**src/rtl/gate_seq_ctrl_pkg.sv**
```systemverilog
// Shared definitions for the gate test sequencer: FSM state encoding,
// vector-order tables, truth-table constants and the vector-order lookup.
// Optional build macro: GATE_SEQ_GRAY_EN selects gray-code vector order.
package gate_seq_ctrl_pkg;

   typedef enum logic [2:0] {
      ST_IDLE   = 3'd0,
      ST_APPLY  = 3'd1,
      ST_SETTLE = 3'd2,
      ST_SAMPLE = 3'd3,
      ST_DONE   = 3'd4
   } state_e;

   // Vector order tables, entry k at bits [2k+1:2k], each entry is {a,b}.
   localparam logic [7:0] VEC_ORDER_BIN  = {2'b11, 2'b10, 2'b01, 2'b00};
   localparam logic [7:0] VEC_ORDER_GRAY = {2'b10, 2'b11, 2'b01, 2'b00};

   // Common truth tables, bit index = {a,b}.
   localparam logic [3:0] TT_AND  = 4'b1000;
   localparam logic [3:0] TT_OR   = 4'b1110;
   localparam logic [3:0] TT_NAND = 4'b0111;
   localparam logic [3:0] TT_XOR  = 4'b0110;

   // Map the sweep index onto the {a,b} vector driven at that step.
   function automatic logic [1:0] vec_for_index(input logic [1:0] idx);
      logic [2:0] base;
      base = {idx, 1'b0};
`ifdef GATE_SEQ_GRAY_EN
      return VEC_ORDER_GRAY[base +: 2];
`else
      return VEC_ORDER_BIN[base +: 2];
`endif
   endfunction

endpackage

```
**src/rtl/gate_seq_ctrl_if.sv**
```systemverilog
// Bundle of the sequencer's control/status handshake and the cell-facing
// drive/observe signals. master = sequencer side, slave = user/cell side.
interface gate_seq_ctrl_if;
   logic       start;
   logic       busy;
   logic       done;
   logic       pass;
   logic [3:0] fail_vec;
   logic       dut_a;
   logic       dut_b;
   logic       dut_y;

   modport master (
      input  start,
      input  dut_y,
      output busy,
      output done,
      output pass,
      output fail_vec,
      output dut_a,
      output dut_b
   );

   modport slave (
      output start,
      output dut_y,
      input  busy,
      input  done,
      input  pass,
      input  fail_vec,
      input  dut_a,
      input  dut_b
   );
endinterface

```
**src/rtl/gate_seq_settle_timer.sv**
```systemverilog
// 4-bit loadable down-counter that times the settle window after each
// vector is applied. Expires while the count sits at 1 so the next state
// can be taken on that same cycle.
module gate_seq_settle_timer (
   input  logic       clk,
   input  logic       rst,
   input  logic       load_i,
   input  logic [3:0] load_val_i,
   input  logic       en_i,
   output logic       expire_o
);

   logic [3:0] cnt_q;
   logic [3:0] cnt_d;

   // Next count: load wins, otherwise count down while enabled, stop at zero.
   always_comb begin
      cnt_d = cnt_q;
      if (load_i) begin
         cnt_d = load_val_i;
      end else if (en_i && (cnt_q != 4'd0)) begin
         cnt_d = cnt_q - 4'd1;
      end else begin
         cnt_d = cnt_q;
      end
   end

   // Counter register with synchronous reset.
   always_ff @(posedge clk) begin
      if (rst) begin
         cnt_q <= 4'd0;
      end else begin
         cnt_q <= cnt_d;
      end
   end

   assign expire_o = (cnt_q == 4'd1);

endmodule

```
**src/rtl/gate_seq_ctrl.sv**
```systemverilog
// Self-checking sequencer for a 2-input combinational gate cell. Drives the
// four input vectors in turn, waits SETTLE_CYCLES, compares the cell output
// against EXPECT_TT and reports per-vector mismatches plus an overall pass.
// Optional build macro: GATE_SEQ_GRAY_EN (gray-code vector order).
module gate_seq_ctrl
   import gate_seq_ctrl_pkg::*;
#(
   parameter int unsigned SETTLE_CYCLES = 2,
   parameter logic [3:0]  EXPECT_TT     = TT_AND
) (
   input  logic            clk,
   input  logic            rst,
   gate_seq_ctrl_if.master bus
);

   localparam logic [3:0] SETTLE_LD = SETTLE_CYCLES[3:0];

   state_e     state_q, state_d;
   logic [1:0] idx_q,   idx_d;
   logic       a_q,     a_d;
   logic       b_q,     b_d;
   logic       busy_q,  busy_d;
   logic       done_q,  done_d;
   logic       pass_q,  pass_d;
   logic [3:0] fail_q,  fail_d;

   logic       tmr_load_s;
   logic       tmr_en_s;
   logic       tmr_expire_s;
   logic [1:0] vec_s;

   gate_seq_settle_timer u_settle_timer (
      .clk        (clk),
      .rst        (rst),
      .load_i     (tmr_load_s),
      .load_val_i (SETTLE_LD),
      .en_i       (tmr_en_s),
      .expire_o   (tmr_expire_s)
   );

   assign vec_s = vec_for_index(idx_q);

   // Next-state and datapath decisions for the sweep FSM.
   always_comb begin
      state_d    = state_q;
      idx_d      = idx_q;
      a_d        = a_q;
      b_d        = b_q;
      pass_d     = pass_q;
      fail_d     = fail_q;
      tmr_load_s = 1'b0;
      tmr_en_s   = 1'b0;

      case (state_q)
         ST_IDLE: begin
            if (bus.start) begin
               state_d = ST_APPLY;
               idx_d   = 2'd0;
               fail_d  = 4'd0;
               pass_d  = 1'b0;
            end else begin
               state_d = ST_IDLE;
            end
         end
         ST_APPLY: begin
            a_d        = vec_s[1];
            b_d        = vec_s[0];
            tmr_load_s = 1'b1;
            if (SETTLE_LD == 4'd0) begin
               state_d = ST_SAMPLE;
            end else begin
               state_d = ST_SETTLE;
            end
         end
         ST_SETTLE: begin
            tmr_en_s = 1'b1;
            if (tmr_expire_s) begin
               state_d = ST_SAMPLE;
            end else begin
               state_d = ST_SETTLE;
            end
         end
         ST_SAMPLE: begin
            // Case inequality so an X/Z cell output also counts as a mismatch.
            if (bus.dut_y !== EXPECT_TT[{a_q, b_q}]) begin
               fail_d[{a_q, b_q}] = 1'b1;
            end else begin
               fail_d = fail_q;
            end
            if (idx_q == 2'd3) begin
               state_d = ST_DONE;
               pass_d  = (fail_d == 4'd0);
            end else begin
               state_d = ST_APPLY;
               idx_d   = idx_q + 2'd1;
            end
         end
         ST_DONE: begin
            state_d = ST_IDLE;
         end
         default: begin
            state_d = ST_IDLE;
         end
      endcase

      busy_d = (state_d != ST_IDLE);
      done_d = (state_d == ST_DONE);
   end

   // State and registered outputs, synchronous reset.
   always_ff @(posedge clk) begin
      if (rst) begin
         state_q <= ST_IDLE;
         idx_q   <= 2'd0;
         a_q     <= 1'b0;
         b_q     <= 1'b0;
         busy_q  <= 1'b0;
         done_q  <= 1'b0;
         pass_q  <= 1'b0;
         fail_q  <= 4'd0;
      end else begin
         state_q <= state_d;
         idx_q   <= idx_d;
         a_q     <= a_d;
         b_q     <= b_d;
         busy_q  <= busy_d;
         done_q  <= done_d;
         pass_q  <= pass_d;
         fail_q  <= fail_d;
      end
   end

   assign bus.dut_a    = a_q;
   assign bus.dut_b    = b_q;
   assign bus.busy     = busy_q;
   assign bus.done     = done_q;
   assign bus.pass     = pass_q;
   assign bus.fail_vec = fail_q;

endmodule

```
**src/flat_wrapper.sv**
```systemverilog
// flat-port wrapper written by rule: the top's interface ports become plain ports
module gate_seq_ctrl_flat import gate_seq_ctrl_pkg::*;
#(
   parameter int unsigned SETTLE_CYCLES = 2,
   parameter logic [3:0]  EXPECT_TT     = TT_AND
)
  (clk, rst, bus_start, bus_dut_y, bus_busy, bus_done, bus_pass, bus_fail_vec, bus_dut_a, bus_dut_b);
  gate_seq_ctrl_if bus_i ();
  input  logic clk;
  input  logic rst;
  input wire logic [$bits(bus_i.start)-1:0] bus_start;
  input wire logic [$bits(bus_i.dut_y)-1:0] bus_dut_y;
  output wire logic [$bits(bus_i.busy)-1:0] bus_busy;
  output wire logic [$bits(bus_i.done)-1:0] bus_done;
  output wire logic [$bits(bus_i.pass)-1:0] bus_pass;
  output wire logic [$bits(bus_i.fail_vec)-1:0] bus_fail_vec;
  output wire logic [$bits(bus_i.dut_a)-1:0] bus_dut_a;
  output wire logic [$bits(bus_i.dut_b)-1:0] bus_dut_b;
  assign bus_i.start = bus_start;
  assign bus_i.dut_y = bus_dut_y;
  assign bus_busy = bus_i.busy;
  assign bus_done = bus_i.done;
  assign bus_pass = bus_i.pass;
  assign bus_fail_vec = bus_i.fail_vec;
  assign bus_dut_a = bus_i.dut_a;
  assign bus_dut_b = bus_i.dut_b;
  gate_seq_ctrl #(.SETTLE_CYCLES(SETTLE_CYCLES), .EXPECT_TT(EXPECT_TT)) u_core (.clk(clk), .rst(rst), .bus(bus_i));
endmodule
```
**config.mk**
```make
export PLATFORM = sky130hd
export DESIGN_NAME = gate_seq_ctrl_flat
export DESIGN_NICKNAME = d
export VERILOG_FILES = /design/src/rtl/gate_seq_ctrl_pkg.sv /design/src/rtl/gate_seq_ctrl_if.sv /design/src/rtl/gate_seq_settle_timer.sv /design/src/rtl/gate_seq_ctrl.sv /design/src/flat_wrapper.sv
export SDC_FILE = /design/constraint.sdc
export NUM_CORES = 1
export LEC_CHECK = 0
export ABC_CLOCK_PERIOD_IN_PS = 2000
export CORE_UTILIZATION = 51
export DETAILED_ROUTE_END_ITERATION = 16
export PLACE_DENSITY = 0.88
export SYNTH_ARGS = -nofsm -noshare
export SYNTH_HDL_FRONTEND = slang
export SYNTH_SLANG_ARGS = --single-unit
```
**constraint.sdc**
```tcl
create_clock -name clk -period 2 [get_ports clk]
set_input_delay 0.4 -clock clk [delete_from_list [all_inputs] [get_ports clk]]
set_output_delay 0.4 -clock clk [all_outputs]
set_load 0.02 [all_outputs]
```
==> results.toml, run 1 <==
[routing]
drt_pass1_iterations = 4
via_per_inst = 5.92
drtIter0Drc = 19
vias = 704
ant_nets = 0
drc = 0
drt-total-wl_um = 1670
wl_per_cell_um = 14.1

[sta]
clock_skew_ps = 8.67
finalSetupViolations = 0
slew_viol_final = 0
tightest_slew_ps = 518
fmax_mhz = 568
fin_crit_ps = 1760
rsz0062_at_grt = "false"
period_share_pct = 88.1
hold_violations = 0
tns_ps = 0
slew_headroom_pct = 65.4

[synth]
synthCells = 87
synthesis.area_um2 = 853
ys_seq_area_share_pct = 42.2
yosysWarningCount = 0
syn_area_per_cell_um2 = 9.81
syn-num-nets = 95
ys_seq_elements = 18
synth_cell_types = 37

[placement]
port_buffers = 12
hpwl_um = 1250
place.gp.congestion = 0.802

[critical_path]
cp.buffers_inverters = 1
crit_path_end_kind = "output port"
path_cells = "clkdlybuf4s50_1"
cp_slowest_cell = "clkdlybuf4s50_1"
crit_type = "reg2out"
cp_top_family = "buffers and inverters"
crit_fanout = 6
crit_required_ps = 1600
start_kind = "register"
critPathMaxStageDelay_ps = 640
arrival_ps = 1360

[global_routing]
grt_pass1_wl_um = 2880
grt_max_degree = 15
antenna_found_initial = 0
gr-usage-all-layers_pct = 20.5
grt_pass1_vias = 653
overflow = 0

[clocking]
post_cts_buffers = 0
ctsResizeCount = 0
cts_max_level = 1
numClockSinks = 18
cts_tree = "built"
root_buffer = "clkbuf_4"
cts_buffers = 3
clock_path_buffers = 2
clk_pin_slew_worst_paths_ps = 100
clk_latency_ps = 280
holdBufCountCts = 0

[floorplan]
fp.dieArea_um2 = 1840
core_um2 = 1540
die_y_um = 42.9
ios = 13
die_x_um = 42.9
rows = 14
initial_core_util_pct = 55.4

[final_layout]
nFillCells = 129
layout.cells.most_common = "dfxtp_1"
final_nets = 113
final_cell_mix = "18 x dfxtp_1, 12 x clkdlybuf4s50_1, 5 x nor2_1, 5 x buf_4"
area_growth_pct = 20.8
antennaDiodeCount = 0
drive_above_1_share_pct = 10.7

[status]
status = "finished, final reports clean"

[job]
maxCapViolCount = 0

[power_and_ir_drop]
p_leak_nw = 0.394
ir_worst_vdd_mv = 0.379
power.density_nw_per_um2 = 648
total_power_w = 0.000668

[hold_path]
hp-class = "reg2reg"
==> registers in the layout, indices dropped and copies added (netlist names) <==
signal and flops:
u_core.idx_q 2, u_core.bus.dut_a 1, u_core.state_q 3, u_core.u_settle_timer.cnt_q 4, u_core.bus.fail_vec 4, u_core.bus.pass 1
u_core.bus.done 1, u_core.bus.dut_b 1, u_core.bus.busy 1
==> layout make-up <==
| cell class | count | area (um2) | area share (%) |
|---|---|---|---|
| multi-input combinational | 61 | 455 | 44.2 |
| sequential | 18 | 360 | 35.0 |
| timing repair buffer | 17 | 158 | 15.3 |
| clock buffer | 3 | 22.5 | 2.18 |
| tap | 16 | 20.0 | 1.94 |
| inverter | 4 | 15.0 | 1.46 |
==> cell usage after synthesis <==
| cell type | count | area share, % |
|---|---|---|
| and4_1 | 2 | 2.1 |
| buf_6 | 1 | 1.3 |
| a22o_1 | 1 | 1.0 |
| ha_1 | 4 | 5.9 |
| a211oi_1 | 2 | 1.8 |
| a31o_2 | 1 | 1.0 |
| inv_1 | 4 | 1.8 |
| nand4bb_1 | 1 | 1.3 |
| or4_1 | 1 | 0.88 |
| nor4_1 | 2 | 1.5 |
| or3b_2 | 1 | 1.0 |
| nor2b_1 | 1 | 0.73 |
| or3_1 | 4 | 2.9 |
| xnor2_1 | 1 | 1.0 |
| nand2_1 | 2 | 0.88 |
| dfxtp_1 | 18 | 42 |
| and4b_1 | 1 | 1.2 |
| nand4_1 | 1 | 0.73 |
| nor2_1 | 5 | 2.2 |
| clkbuf_1 | 3 | 1.3 |
| mux2i_1 | 3 | 3.5 |
| nand2b_1 | 3 | 2.2 |
| nor4b_1 | 2 | 2.1 |
| nor3_1 | 4 | 2.3 |
| o21a_1 | 2 | 1.8 |
| o22ai_1 | 1 | 0.73 |
| o2bb2ai_1 | 2 | 2.1 |
| xor2_1 | 1 | 1.0 |
| a32o_1 | 2 | 2.3 |
| o21ai_0 | 2 | 1.2 |
| nand3_1 | 1 | 0.59 |
| or3b_4 | 1 | 1.3 |
| and3b_1 | 1 | 1.0 |
| nor3b_1 | 2 | 1.8 |
| a21oi_1 | 2 | 1.2 |
| o31a_1 | 1 | 1.0 |
| nor4bb_1 | 1 | 1.2 |
==> worst reg2reg max path, cell delays in order (launching register included) <==
cell and delay (ps):
dfxtp_1 440, or3b_4 490, or4_1 410, a211oi_1 220
==> logic make-up after synthesis <==
family	share of synthesized area, %
buf+inv	4.40
compound gates	14.1
mux	3.52
xor+xnor	2.05
flops	42.2
fa+ha+maj	5.87
simple gates	27.9
==> per-layer routing <==
layer,part of all wire [%],GRT usage (%),wire length (um),vias up
met5,0,0,0,-
met4,0,4.38,0,0
met3,4.8,4.68,81,0
met2,47,31.2,792,20
met1,48,29.3,799,324
li1,-,-,-,360
==> report_power, final <==
part           internal [W]  leakage (nW)  switching, W
registers          0.000370         0.146     0.0000125
logic             0.0000554         0.234     0.0000571
clock network     0.0000697        0.0138      0.000103
total              0.000495         0.394      0.000173
==> through the flow <==
stage | setup WS (ps) | cell area, um2 | hold WS [ps] | utilization [%] | cells
3_5_place_dp | 262 | 1010 | 492 | 65.4 | 116
5_1_grt | 166 | 1030 | 539 | 66.9 | 119
3_3_place_gp | 302 | 1010 | 477 | 65.4 | 116
4_1_cts | 235 | 1030 | 509 | 66.9 | 119
2_1_floorplan | 501 | 853 | 464 | - | 87
6_report | 239 | 1030 | 501 | 66.9 | 119
==> path summary, 6_finish.rpt <==
path | slack, ps | startpoint | cells after the start | endpoint
hold / removal | 500 | u_core.bus.fail_vec[2]$_SDFFE_PP0P_ | 1 | u_core.bus.fail_vec[2]$_SDFFE_PP0P_
setup / recovery | 240 | u_core.bus.dut_a$_SDFFE_PP0P_ | 1 | bus_dut_a
setup reg to reg | 370 | u_core.state_q[0]$_SDFF_PP0_ | 3 | u_core.u_settle_timer.cnt_q[2]$_SDFFE_PP0P_
hold reg to reg | 500 | u_core.bus.fail_vec[2]$_SDFFE_PP0P_ | 1 | u_core.bus.fail_vec[2]$_SDFFE_PP0P_
(Power assumes the default switching activity.)
==> run 2, diff against run 1 <==
- GPL_ROUTABILITY_DRIVEN: default -> 0
- RECOVER_POWER: default -> 50
- SETUP_SLACK_MARGIN: default -> 0.2
==> results.toml, run 2 (synthesis gave the netlist of run 1 again) <==
[status]
status = "finished, final reports clean"

[critical_path]
crit_required_ps = 1600
arrival_ps = 1330
r2r_end = "u_core.u_settle_timer.cnt_q[2]$_SDFFE_PP0P_"
rrSetupSlack_ps = 360
reg2regPathDepth = 3
start_kind = "register"
crit_fanout = 6
cp.buffers_inverters = 1
reg2reg_from = "u_core.state_q[0]$_SDFF_PP0_"
path_cells = "clkdlybuf4s50_1"
crit_path_end_kind = "output port"
cp_slowest_cell = "clkdlybuf4s50_1"
crit_type = "reg2out"
cp_top_family = "buffers and inverters"
critPathMaxStageDelay_ps = 630

[clocking]
clock_path_buffers = 2
root_buffer = "clkbuf_4"
cts_max_level = 1
cts_tree = "built"
ctsResizeCount = 0
clk_latency_ps = 280
clk_pin_slew_worst_paths_ps = 100
cts_buffers = 3
holdBufCountCts = 0
numClockSinks = 18
post_cts_buffers = 0

[global_routing]
antenna_found_initial = 0
grt_pass1_vias = 653
gr-usage-all-layers_pct = 20.5
grt_max_degree = 15
grt_pass1_wl_um = 2880
overflow = 0

[floorplan]
die_x_um = 42.9
rows = 14
core_um2 = 1540
die_y_um = 42.9
fp.dieArea_um2 = 1840
ios = 13
initial_core_util_pct = 55.4

[routing]
drtIter0Drc = 19
ant_nets = 0
via_per_inst = 5.87
wl_per_cell_um = 14.0
drt_pass1_iterations = 4
vias = 699
drt-total-wl_um = 1670
drc = 0

[sta]
tns_ps = 0
rsz0062_at_grt = "false"
fmax_mhz = 580
fin_crit_ps = 1730
period_share_pct = 86.3
finalSetupViolations = 0
slew_viol_final = 0
hold_violations = 0
clock_skew_ps = 6.22
slew_headroom_pct = 62.8
tightest_slew_ps = 558

[hold_path]
hold_depth = 1
hold_end = "u_core.bus.fail_vec[2]$_SDFFE_PP0P_"
min_from = "u_core.bus.fail_vec[2]$_SDFFE_PP0P_"
hp-class = "reg2reg"

[placement]
port_buffers = 12
hpwl_um = 1250

[final_layout]
antennaDiodeCount = 0
drive_above_1_share_pct = 8.74
area_growth_pct = 19.2
layout.cells.most_common = "dfxtp_1"
final_nets = 113
utilization_pct = 66.0
final_cell_mix = "18 x dfxtp_1, 10 x clkdlybuf4s50_1, 5 x nor2_1"

[power_and_ir_drop]
p_leak_nw = 0.384
ir_worst_vdd_mv = 0.378
power.density_nw_per_um2 = 651

[job]
maxCapViolCount = 0
## run 2: changes by cell type in the layout (fill, tap and decap cells not counted)
| cell | change |
|---|---|
| buf_4 | -2 |
| clkbuf_1 | +3 |
| clkdlybuf4s50_1 | -2 |
| dlygate4sd3_1 | +1 |
## run 2: report_power, final
group	leakage [nW]	internal [W]	total, W	switching (W)
Clock	0.0138	0.0000697	0.000170	0.000101
Sequential	0.146	0.000370	0.000383	0.0000127
Combinational	0.224	0.0000525	0.000109	0.0000569
## run 2: area by class of cell
class                           count  area [um2]
Timing Repair Buffer               17         144
Multi-Input combinational cell     61         455
Clock buffer                        3        22.5
Sequential cell                    18         360
Fill cell                         131         524
Inverter                            4        15.0
Tap cell                           16        20.0
## run 2: how the worst max path moves through the flow
stage	start	to	slack (ps)	depth (start not counted)
after floorplan	u_core.u_settle_timer.cnt_q[0]$_SDFFE_PP0P_	u_core.u_settle_timer.cnt_q[2]$_SDFFE_PP0P_	500	5
after global placement	bus_start	u_core.idx_q[0]$_SDFFE_PP0P_	300	5
after detailed placement	bus_start	u_core.idx_q[0]$_SDFFE_PP0P_	260	5
after CTS	u_core.bus.dut_a$_SDFFE_PP0P_	bus_dut_a	230	1
after global routing	rst	u_core.bus.fail_vec[1]$_SDFFE_PP0P_	190	4
final	u_core.bus.dut_b$_SDFFE_PP0P_	bus_dut_b	270	1
## run 2: worst reg2reg max path: stages (launching register included)
cell      delay [ps]
dfxtp_1          450
or3b_4           490
or4_1            410
a211oi_1         220
## run 2: stage by stage
| stage | cell area [um2] | setup WS (ps) | hold slack [ps] | cells | power, W |
|---|---|---|---|---|---|
| 2_1_floorplan | 853 | 501 | 464 | 87 | 0.000464 |
| 3_3_place_gp | 1010 | 302 | 477 | 116 | 0.000498 |
| 3_5_place_dp | 1010 | 262 | 492 | 116 | 0.000502 |
| 4_1_cts | 1030 | 235 | 509 | 119 | 0.000668 |
| 5_1_grt | 1020 | 187 | 539 | 119 | 0.000694 |
| 6_report | 1020 | 275 | 502 | 119 | 0.000663 |
## run 2: per-layer routing
metal	GRT usage [%]	vias to the layer above	part of all wire [%]
met2	31.2	19	47
met3	4.68	0	4.4
met1	29.3	321	49
met5	0	-	0
li1	-	359	-
met4	4.38	0	0
